--- src/rtl/counter_pkg.sv ---
// Shared definitions for the cascaded modulo counter: FSM encoding and an
// elaboration-time clog2 helper.
package counter_pkg;

  typedef enum logic {
    ST_RUN  = 1'b0,
    ST_HALT = 1'b1
  } state_e;

  function automatic int unsigned clog2(input int unsigned v);
    int unsigned r;
    r = 0;
    while ((r < 32) && ((64'd1 << r) < 64'(v))) r++;
    return r;
  endfunction

endpackage

--- src/rtl/counter_digit.sv ---
// One modulo-P_BASE up/down digit with synchronous clear, clamped load and
// carry-out when stepping across its terminal value.
module counter_digit #(
  parameter int unsigned P_BASE = 10,
  parameter int unsigned P_BIT  = 4
) (
  input  logic             clk,
  input  logic             resetn,
  input  logic             clear,
  input  logic             load,
  input  logic [P_BIT-1:0] load_d,
  input  logic             cin,
  input  logic             up_dw,
  output logic [P_BIT-1:0] q,
  output logic             cout
);

  localparam logic [P_BIT-1:0] MaxVal = P_BIT'(P_BASE - 1);

  logic [P_BIT-1:0] q_d, q_q;
  logic             at_term;

  assign at_term = up_dw ? (q_q == MaxVal) : (q_q == '0);
  assign cout    = cin & at_term;
  assign q       = q_q;

  // Clear beats load beats count; loads above the modulo clamp to MaxVal.
  always_comb begin
    q_d = q_q;
    if (clear) begin
      q_d = '0;
    end else if (load) begin
      q_d = (load_d > MaxVal) ? MaxVal : load_d;
    end else if (cin) begin
      if (at_term) q_d = up_dw ? '0 : MaxVal;
      else         q_d = up_dw ? (q_q + 1'b1) : (q_q - 1'b1);
    end
  end

  always_ff @(posedge clk or negedge resetn) begin
    if (!resetn) q_q <= '0;
    else         q_q <= q_d;
  end

endmodule

--- src/rtl/cascade_counter.sv ---
// Multi-digit cascaded modulo up/down counter with clear, clamped parallel
// load, per-digit carries and a one-shot mode that halts after a full wrap.
module cascade_counter
  import counter_pkg::*;
#(
  parameter int unsigned P_BASE   = 10,
  parameter int unsigned P_BIT    = 4,
  parameter int unsigned P_DIGITS = 4
) (
  input  logic                      clk,
  input  logic                      resetn,
  input  logic                      enable,
  input  logic                      up_dw,
  input  logic                      clear,
  input  logic                      load,
  input  logic [P_DIGITS*P_BIT-1:0] load_value,
  input  logic                      oneshot,
  output logic [P_DIGITS*P_BIT-1:0] count,
  output logic [P_DIGITS-1:0]       digit_carry,
  output logic                      carry,
  output logic                      done
);

  if ((P_BASE < 2) || (P_BIT < clog2(P_BASE)) || (P_DIGITS < 1)) begin : g_param_check
    $error("cascade_counter: illegal parameters P_BASE=%0d P_BIT=%0d P_DIGITS=%0d",
           P_BASE, P_BIT, P_DIGITS);
  end

  state_e                state_d, state_q;
  logic                  done_d, done_q;
  logic [P_DIGITS-1:0]   cin;

  assign cin[0] = enable & (state_q == ST_RUN);
  assign carry  = digit_carry[P_DIGITS-1];
  assign done   = done_q;

  for (genvar i = 0; i < P_DIGITS; i++) begin : g_digit
    counter_digit #(
      .P_BASE (P_BASE),
      .P_BIT  (P_BIT)
    ) u_digit (
      .clk    (clk),
      .resetn (resetn),
      .clear  (clear),
      .load   (load),
      .load_d (load_value[i*P_BIT +: P_BIT]),
      .cin    (cin[i]),
      .up_dw  (up_dw),
      .q      (count[i*P_BIT +: P_BIT]),
      .cout   (digit_carry[i])
    );
    if (i < P_DIGITS - 1) begin : g_chain
      assign cin[i+1] = digit_carry[i];
    end
  end

  // Halt only on a genuine full wrap; clear/load always win and resume RUN.
  always_comb begin
    state_d = state_q;
    case (state_q)
      ST_RUN:  if (!clear && !load && carry && oneshot) state_d = ST_HALT;
      ST_HALT: if (clear || load) state_d = ST_RUN;
      default: state_d = ST_RUN;
    endcase
    done_d = (state_d == ST_HALT);
  end

  always_ff @(posedge clk or negedge resetn) begin
    if (!resetn) begin
      state_q <= ST_RUN;
      done_q  <= 1'b0;
    end else begin
      state_q <= state_d;
      done_q  <= done_d;
    end
  end

endmodule

--- config.mk ---
export PLATFORM = sky130hd
export DESIGN_NAME = cascade_counter
export DESIGN_NICKNAME = d
export VERILOG_FILES = /design/src/rtl/counter_pkg.sv /design/src/rtl/counter_digit.sv /design/src/rtl/cascade_counter.sv
export SDC_FILE = /design/constraint.sdc
export NUM_CORES = 1
export LEC_CHECK = 0
export BUFFER_PORTS_ARGS = -buffer_cell sky130_fd_sc_hd__clkbuf_2
export CAP_MARGIN = 20
export CORE_ASPECT_RATIO = 1.4
export CORE_MARGIN = 8
export CORE_UTILIZATION = 40
export CTS_CLUSTER_DIAMETER = 200
export DETAILED_ROUTE_END_ITERATION = 8
export SYNTH_ARGS = -nofsm -noshare
export SYNTH_HDL_FRONTEND = slang
export SYNTH_HIERARCHICAL = 1
export SYNTH_SLANG_ARGS = --single-unit
--- constraint.sdc ---
create_clock -name clk -period 3.5 [get_ports clk]
set_input_delay 0.7 -clock clk [delete_from_list [all_inputs] [get_ports clk]]
set_output_delay 0.7 -clock clk [all_outputs]
set_load 0.05 [all_outputs]
# Word-level counts from Yosys, hierarchy flattened
# Cells that the tools add are included.
[word_totals] input_bits=23 regBits=17
[op_classes] addsub=8 eq_ne=4 reduce_logical=14 bitwise_logic=6 n_mux=32 magnitude_cmp=4
[ops] operator="$mux W4" count=25
[ops] operator="$add A4 B1 Y4 const B" count=4
[ops] operator="$eq A4 B4 Y1 const B" count=4
[ops] operator="$gt A4 B4 Y1 const B" count=4
[ops] operator="$logic_not A4 Y1" count=4
[ops] operator="$sub A4 B1 Y4 const B" count=4
[ops] operator="$reduce_bool A3 Y1" count=4
[ops] operator="$mux W1" count=6
[ops] operator="$and A1 B1 Y1" count=5
[ops] operator="$logic_and A1 B1 Y1" count=3
[ops] operator="$logic_not A1 Y1" count=2
[ops] operator="$pmux W1 S2" count=1
[ops] operator="$logic_or A1 B1 Y1" count=1
[ops] operator="$not A1 Y1" count=1

# Logic depth before layout (Yosys ltp)
# Gate-level depths: netlist of the first run.
[logic_depth] word_depth=10 mapped_depth=12

# Modules after synthesis
# The synthesis of the first run kept the hierarchy.
[by_module_without_submodules] module="counter_digit" n_inst=4 seq_area_each_um2=100.1 area_each_um2=395.4 cells_each=49
[by_module_without_submodules] module="cascade_counter" n_inst=1 seq_area_each_um2=25.0 area_each_um2=80.1 cells_each=8

# Least setup slack after synthesis of the first run
# Ideal clock, no wire load.
[synth_path] kind="input to output" start="input enable" end="output digit_carry[3]" slack_ns=-0.472 stages=10 arrival_ns=3.272 path_cell_list="nor2b_1 inv_1 nor2_1 inv_1 nor2_1 inv_1 nor2_1 inv_1 nor2_1 buf_4"
[synth_via] elab_chain_cells=5
[synth_lines] element="start, declared" line="cascade_counter.sv:12" source="input logic enable,"
[synth_lines] element="$and A1 B1 Y1" line="cascade_counter.sv:33" source="assign cin[0] = enable & (state_q == ST_RUN);"
[synth_lines] element="$and A1 B1 Y1" line="counter_digit.sv:24" source="assign cout = cin & at_term;"
[synth_lines] element="net cin[1]" line="cascade_counter.sv:31" source="logic [P_DIGITS-1:0] cin;"
[synth_lines] element="$and A1 B1 Y1" line="counter_digit.sv:24"
[synth_lines] element="net cin[2]" line="cascade_counter.sv:31"
[synth_lines] element="$and A1 B1 Y1" line="counter_digit.sv:24"
[synth_lines] element="net cin[3]" line="cascade_counter.sv:31"
[synth_lines] element="$and A1 B1 Y1" line="counter_digit.sv:24"
[synth_lines] element="end, declared" line="cascade_counter.sv:19" source="output logic [P_DIGITS-1:0] digit_carry,"
# The timed path passes the listed nets, and every way through them passes these cells.

# Worst setup path in the final report of the first run
[layout_path] start="input up_dw" end="output carry"
[layout_via] elab_chain_cells=5
[layout_lines] element="start, declared" line="cascade_counter.sv:13" source="input logic up_dw,"
[layout_lines] element="$mux W1" line="counter_digit.sv:23" source="assign at_term = up_dw ? (q_q == MaxVal) : (q_q == '0);"
[layout_lines] element="$and A1 B1 Y1 (3 in a row)" line="counter_digit.sv:24"
[layout_lines] element="$and A1 B1 Y1 (*)" line="counter_digit.sv:24"
[layout_lines] element="end, declared" line="cascade_counter.sv:20" source="output logic carry,"
# Every way passes the cells marked *; elsewhere a longest branch is shown, timed or not.

==> reports/metrics.cfg, run 1 <==
[outcome]
status=finished, final reports clean

[critical_path]
path_cells=clkbuf_2 > nor3_1 > o21ai_2 > nor2_1 > inv_1 > nor2_1 > inv_1 > nor2_1 > inv_1 > nor2_4 > clkbuf_2
crit_start=up_dw
critPathKind=in -> out
arrival_ns=2.29
critPathLaunchType=primary input
cpPeakStageDelay_ns=0.29
end_kind=output port
r2r_start=g_digit[0].u_digit/q[3]
crit_fanout=12
cp.required_ns=2.80
worst_path_max_delay_cell=clkbuf_2

[cells_and_area]
fillers=390
antenna_cells=0
fin_util_pct=49.2
final_nets=281
drive_gt1_share_pct=24.1
area_delta_synth_final_pct=17.1
fin_cells=288

[floorplan]
core_sq_um=3950
die_w_um=70.5
dieHeight_um=92.3
ios=45
rows=27
initial_utilization_pct=42.0
dieArea_sq_um=6500

[global_routing]
grt_max_degree=38
antenna_found_initial=0
grt_usage_pct=13.4
first_global_vias=1654
grt_pass1_wl_um=7400
grt_overflow_total=0

[synthesis]
synthAdderAreaFrac_pct=10.8
synth_cell_types=28
yosys.area_share.xor_xnor_pct=4.22
synth-seq-cells=17
yosys-top-cells-area=dfrtp_1, o211a_1, ha_1
ys_seq_area_share_pct=25.6
syn_area_sq_um=1660
synth_compound_area_share_pct=24.9
yosysTopAreaCellShare_pct=25.6
syn_inst=204
postSynthAreaPerCell_sq_um=8.15
synthMuxAreaShare_pct=0
yosys_warnings=6
synth-simple-area-share_pct=23.3
synth_top_cell_by_area=dfrtp_1
synth_top_family_by_area=compound AO/OA/AOI/OAI gates
synth_fp_nets=239

[sta]
slew_viol_final=0
hold_viol=0
slew_headroom_pct=52.5
fin_skew_ns=0.00190
tightest_slew_ns=0.713
period_needed_ns=2.99
setup_tns_ns=0
fin_ws_ns=0.511
period_share_pct=85.4
finalSetupViolations=0
rsz0062_at_grt=false
holdWs_ns=0.381
clock.fmax_mhz=335

[cts]
insertion_delay_ns=0.25
clkTransAtPathRegs_ns=0.07
hold_buffers=0
htreeDepth=1
cts_buffers=3
ctsResizeCount=0
clock_sinks=17
root_buffer=clkbuf_8
cts_setup_buffers=0
cts_tree=done
clock_path_buffers=2

[route]
drc=0
ant_nets=0
wl_per_cell_um=14.7
via_count=1609
drt_first_iter_violations=46
vias_per_cell=5.59
dr.pass1.iters=4
routed_wl_um=4230

[placement]
gp_congestion=0.834
hpwl_um=3320
dp.cells=284
pre_cts_slack_ns=0.495
io_buffers=44

[power]
p_leak_nw=1.03
pwr-share-clk_pct=25.5
powerDensity_nw_per_um2=309
p_comb_share_pct=35.9
p_sw_mw=0.235
seqPwrFrac_pct=38.6
irDropWorstVdd_v=0.000209
p_int_mw=0.366
swShare_pct=39.1

[run]
cap_violations=0

[min_path]
min_path_type=in -> async

## per-layer routing
metal | vias up | global-route usage, % | part of all wire, %
met5 | - | 0 | 0
met4 | 0 | 5.88 | 1.7
met3 | 6 | 2.70 | 5.3
met2 | 43 | 23.2 | 50
met1 | 745 | 15.5 | 43
li1 | 815 | - | -
## sequential cells by signal, summed over array words and instances, names as in the netlist
register,count
done,1
g_digit.u_digit/q,16
## kinds of logic (layout without fill, tap and decap cells)
logic type / count (synthesis) / after routing
XOR/XNOR: 8 / 8
AO/OA/AOI/OAI: 57 / 57
buffers and inverters: 36 / 77
AND/OR/NAND/NOR: 74 / 74
adder cells (fa/ha/maj): 12 / 12
flip-flops: 17 / 17
## worst paths after layout
check	endpoint	slack (ns)	depth (start not counted)
setup / recovery	carry	0.51	11
hold / removal	g_digit[0].u_digit/q[0]	0.38	1
setup reg to reg	g_digit[3].u_digit/q[3]	1.40	11
hold reg to reg	done	0.61	2
max in group asynchronous	done	2.80	1
min in group clk	done	0.61	2
## placed cells by master (no fill, tap or decap), drive strengths merged
master  Yosys  routed
inv        24      24
a31oi       8       8
buf        12       6
xor2        4       4
and3        4       4
o211a      12      12
a21oi      17      17
nand3b      4       4
dfrtp      17      17
nor3       13      13
nor2b       1       1
nand2b      8       8
fa          4       4
a311oi      4       4
xnor2       4       4
clkbuf      0      47
a211o       4       4
nor2       24      24
nand3      12      12
a22oi       4       4
ha          8       8
o21ai       8       8
nand4       4       4
nor3b       4       4
## power groups by stage
stage	Clock (mW)	Combinational (mW)	Sequential, mW
final	0.153	0.216	0.232
after global routing	0.168	0.240	0.235
after CTS	0.160	0.218	0.232
after detailed placement	0	0.217	0.236
after global placement	0	0.217	0.236
after floorplan	0	0.126	0.269
## synthesized netlist by cell type, drive strengths merged
cell type and number:
o21ai 8, nand3b 4, a22oi 4, o211a 12
nor3b 4, nor3 13, nand4 4, a211o 4
a311oi 4, ha 8, dfrtp 17, nand2b 8
nand3 12, and3 4, fa 4, a31oi 8
nor2b 1, xor2 4, xnor2 4, inv 24
buf 12, a21oi 17, nor2 24
## layout make-up
class                      count  area [sq um]  share of cell area [%]
multi-input combinational    151          1060                    54.4
clock buffer                   4          45.0                    2.32
timing repair buffer          49           273                    14.0
sequential                    17           425                    21.9
inverter                      24          90.1                    4.63
tap                           43          53.8                    2.77
## through the flow
step           instance area (sq um)  power (mW)
6_report                        1950       0.601
5_1_grt                         1950       0.643
4_1_cts                         1950       0.610
3_5_place_dp                    1900       0.453
3_3_place_gp                    1900       0.453
2_1_floorplan                   1670       0.394
## worst max-delay path, delay by kind of cell
kind                   cells  cell delay, ns
and+or+nand+nor            5            0.78
buffers and inverters      5            0.72
AOI/OAI and AO/OA          1            0.09
Note: power is estimated with default switching activity, not from simulation.
==> run 2, diff against run 1 <==
--- a/config.mk
+++ b/config.mk
@@ -14,5 +14,4 @@
 export DETAILED_ROUTE_END_ITERATION = 8
 export SYNTH_ARGS = -nofsm -noshare
 export SYNTH_HDL_FRONTEND = slang
-export SYNTH_HIERARCHICAL = 1
 export SYNTH_SLANG_ARGS = --single-unit
==> run 2 against run 1 <==
Non-clock buffer count shrank 4. Total power increased by 4.6%. Sequential cell count is the same. Count of clock-buffer cells in the layout is the same. Largest power group is now combinational logic. Sequential power hardly changed. Critical path depth is 5 lower. Maximum frequency fell by 5.4%. First-iteration DRC count increased by 37%. Largest cell class unchanged. Synthesized cell count is 12% lower. Die area shrank 6.0%.
==> reports/metrics.cfg, run 2 <==
[outcome]
status=finished, final reports clean  ; unchanged

[critical_path]
reg2reg_depth=6  ; was 11
arrival_ns=2.46  ; was 2.29 ns
critPathKind=in -> out  ; unchanged
crit_fanout=20  ; was 12
r2r_slack_ns=1.47  ; was 1.40 ns
critPathLaunchType=primary input  ; unchanged
end_kind=output port  ; unchanged
timing.rr.end=g_digit[3].u_digit.q[1]  ; was g_digit[3].u_digit/q[3]
r2r_start=g_digit[0].u_digit.q[1]  ; was g_digit[0].u_digit/q[3]
cp.required_ns=2.80  ; about the same

[synthesis]
synth_fp_nets=215  ; was 239
synth_common_cells=dfrtp_1, nor2_1, o21ai_0  ; was inv_1, nor2_1, dfrtp_1
synth_cell_types=47  ; was 28
async_reset_ff_share_pct=100  ; unchanged
syn_area_sq_um=1540  ; was 1660 sq um
synth_edf_count=0  ; unchanged
syn_inst=180  ; was 204
yosys_warnings=0  ; was 6
synth-main-ff-cell=dfrtp_1  ; unchanged
ys_seq_area_share_pct=27.7  ; was 25.6%
yosysTopAreaCellShare_pct=27.7  ; was 25.6%
synth-seq-cells=17  ; unchanged
synth_top_cell_by_area=dfrtp_1  ; unchanged
yosys-top-cells-area=dfrtp_1, ha_1, fa_1  ; was dfrtp_1, o211a_1, ha_1
postSynthAreaPerCell_sq_um=8.54  ; was 8.15 sq um
synth_most_common_cell=dfrtp_1

[cts]
clock_path_buffers=2  ; unchanged
insertion_delay_ns=0.25  ; about the same
htreeDepth=1  ; unchanged
clkTransAtPathRegs_ns=0.07  ; about the same
cts_tree=done  ; unchanged
root_buffer=clkbuf_8  ; unchanged
cts_setup_buffers=0  ; unchanged
cts_buffers=3  ; unchanged
hold_buffers=0  ; unchanged
ctsResizeCount=0  ; unchanged
clock_sinks=17  ; unchanged

[sta]
slew_viol_final=0  ; unchanged
rsz0062_at_grt=false  ; unchanged
finalSetupViolations=0  ; unchanged
hold_viol=0  ; unchanged
fin_skew_ns=0.00193  ; was 0.00190 ns
holdWs_ns=0.375  ; was 0.381 ns
period_share_pct=90.3  ; was 85.4%
tightest_slew_ns=0.528  ; was 0.713 ns
clock.fmax_mhz=316  ; was 335 MHz
setup_tns_ns=0  ; unchanged
slew_headroom_pct=64.8  ; was 52.5%
fin_ws_ns=0.339  ; was 0.511 ns
period_needed_ns=3.16  ; was 2.99 ns

[floorplan]
ios=45  ; unchanged
dieHeight_um=89.3  ; was 92.3 um
die_w_um=68.4  ; was 70.5 um
core_sq_um=3680  ; was 3950 sq um
initial_utilization_pct=41.8  ; was 42.0%
rows=26  ; was 27
dieArea_sq_um=6110  ; was 6500 sq um

[cells_and_area]
fin_cells=258  ; was 288
final_common_cell=clkbuf_2  ; unchanged
fin_util_pct=48.5  ; was 49.2%
area_delta_synth_final_pct=16.0  ; was 17.1%
drive_gt1_share_pct=26.4  ; was 24.1%
mostFrequentLayoutCells=clkbuf_2, dfrtp_1, nor2_1, o21ai_0, a21oi_1  ; was clkbuf_2, inv_1, nor2_1
final_area_sq_um=1780  ; was 1950 sq um
final_nets=252  ; was 281
antenna_cells=0  ; unchanged
largest_register_ffs=16  ; unchanged

[global_routing]
grt_overflow_total=0  ; unchanged
grt_usage_pct=14.6  ; was 13.4%
first_global_vias=1546  ; was 1654
grt_pass1_wl_um=7020  ; was 7400 um
antenna_found_initial=0  ; unchanged
grt_max_degree=21  ; was 38

[route]
routed_wl_um=4180  ; was 4230 um
drt_first_iter_violations=63  ; was 46
ant_nets=0  ; unchanged
drc=0  ; unchanged
vias_per_cell=5.69  ; was 5.59
dr.pass1.iters=4  ; unchanged
via_count=1467  ; was 1609
wl_per_cell_um=16.2  ; was 14.7 um

[run]
cap_violations=0  ; unchanged

[placement]
hpwl_um=3290  ; was 3320 um
gp_congestion=0.921  ; was 0.834
dp.cells=254  ; was 284
io_buffers=44  ; unchanged
pre_cts_slack_ns=0.343  ; was 0.495 ns
dpl_cell_area_sq_um=1740  ; was 1900 sq um

[power]
finalPower_mw=0.629  ; was 0.601 mW
irDropWorstVdd_v=0.000163  ; was 0.000209 V
powerDensity_nw_per_um2=353  ; was 309 nW/um^2
p_leak_nw=0.842  ; was 1.03 nW

[min_path]
min_path_type=in -> async  ; unchanged

run 2: cell count changes in the layout (fill, tap and decap cells not counted), moves of 5 or more:
cell / change
nand3_1: -7
nand2b_1: -7
o21ai_0: +10
nand2_1: +9
a31oi_1: -5
o211a_1: -12
a211oi_1: +7
a21o_1: +6
nor2_1: -9
inv_1: -15
run 2: worst max-delay path, stage by stage:
cell      delay (ns)
clkbuf_2        0.26
or3_4           0.46
a21oi_2         0.18
and3_1          0.38
and2_1          0.20
clkbuf_2        0.28
run 2: cells by family (layout without fill, tap and decap cells):
family	Yosys count	count (layout)	share of synthesized area (%)
and+or+nand+nor	59	59	20.5
adders and majority gates	12	12	11.7
xor gates and xnor gates	10	10	5.70
buffers and inverters	23	59	7.65
DFF	17	17	27.7
muxes	3	3	2.04
AOI/OAI and AO/OA	56	56	24.7
run 2: per-layer routing:
layer	vias to the layer above	track usage [%]	part of all wire, %
met4	0	5.05	1.1
met5	-	0	0
met2	45	24.5	50
li1	727	-	-
met3	8	2.63	6.1
met1	687	17.8	43
run 2: cell type report:
type,instances,area [sq um]
repair buffers,45,228
multi-input cells,140,993
well taps,42,52.6
inverters,10,37.5
flip-flops and latches,17,425
clock buffers,4,45.0
fillers,384,1890
run 2: where the power goes:
part / switching, mW / total, mW / internal (mW)
Sequential: 0.0246 / 0.235 / 0.210
Clock: 0.0726 / 0.153 / 0.0809
Combinational: 0.155 / 0.241 / 0.0861
run 2: how the worst max path moves through the flow:
stage,slack (ns),to,cells after the start,startpoint
finish,0.34,digit_carry[3],6,up_dw
detailed placement,0.34,carry,6,up_dw
CTS,0.34,carry,6,up_dw
global placement,0.39,digit_carry[3],6,up_dw
floorplan,0.43,digit_carry[3],7,up_dw
global route,0.21,digit_carry[3],7,up_dw
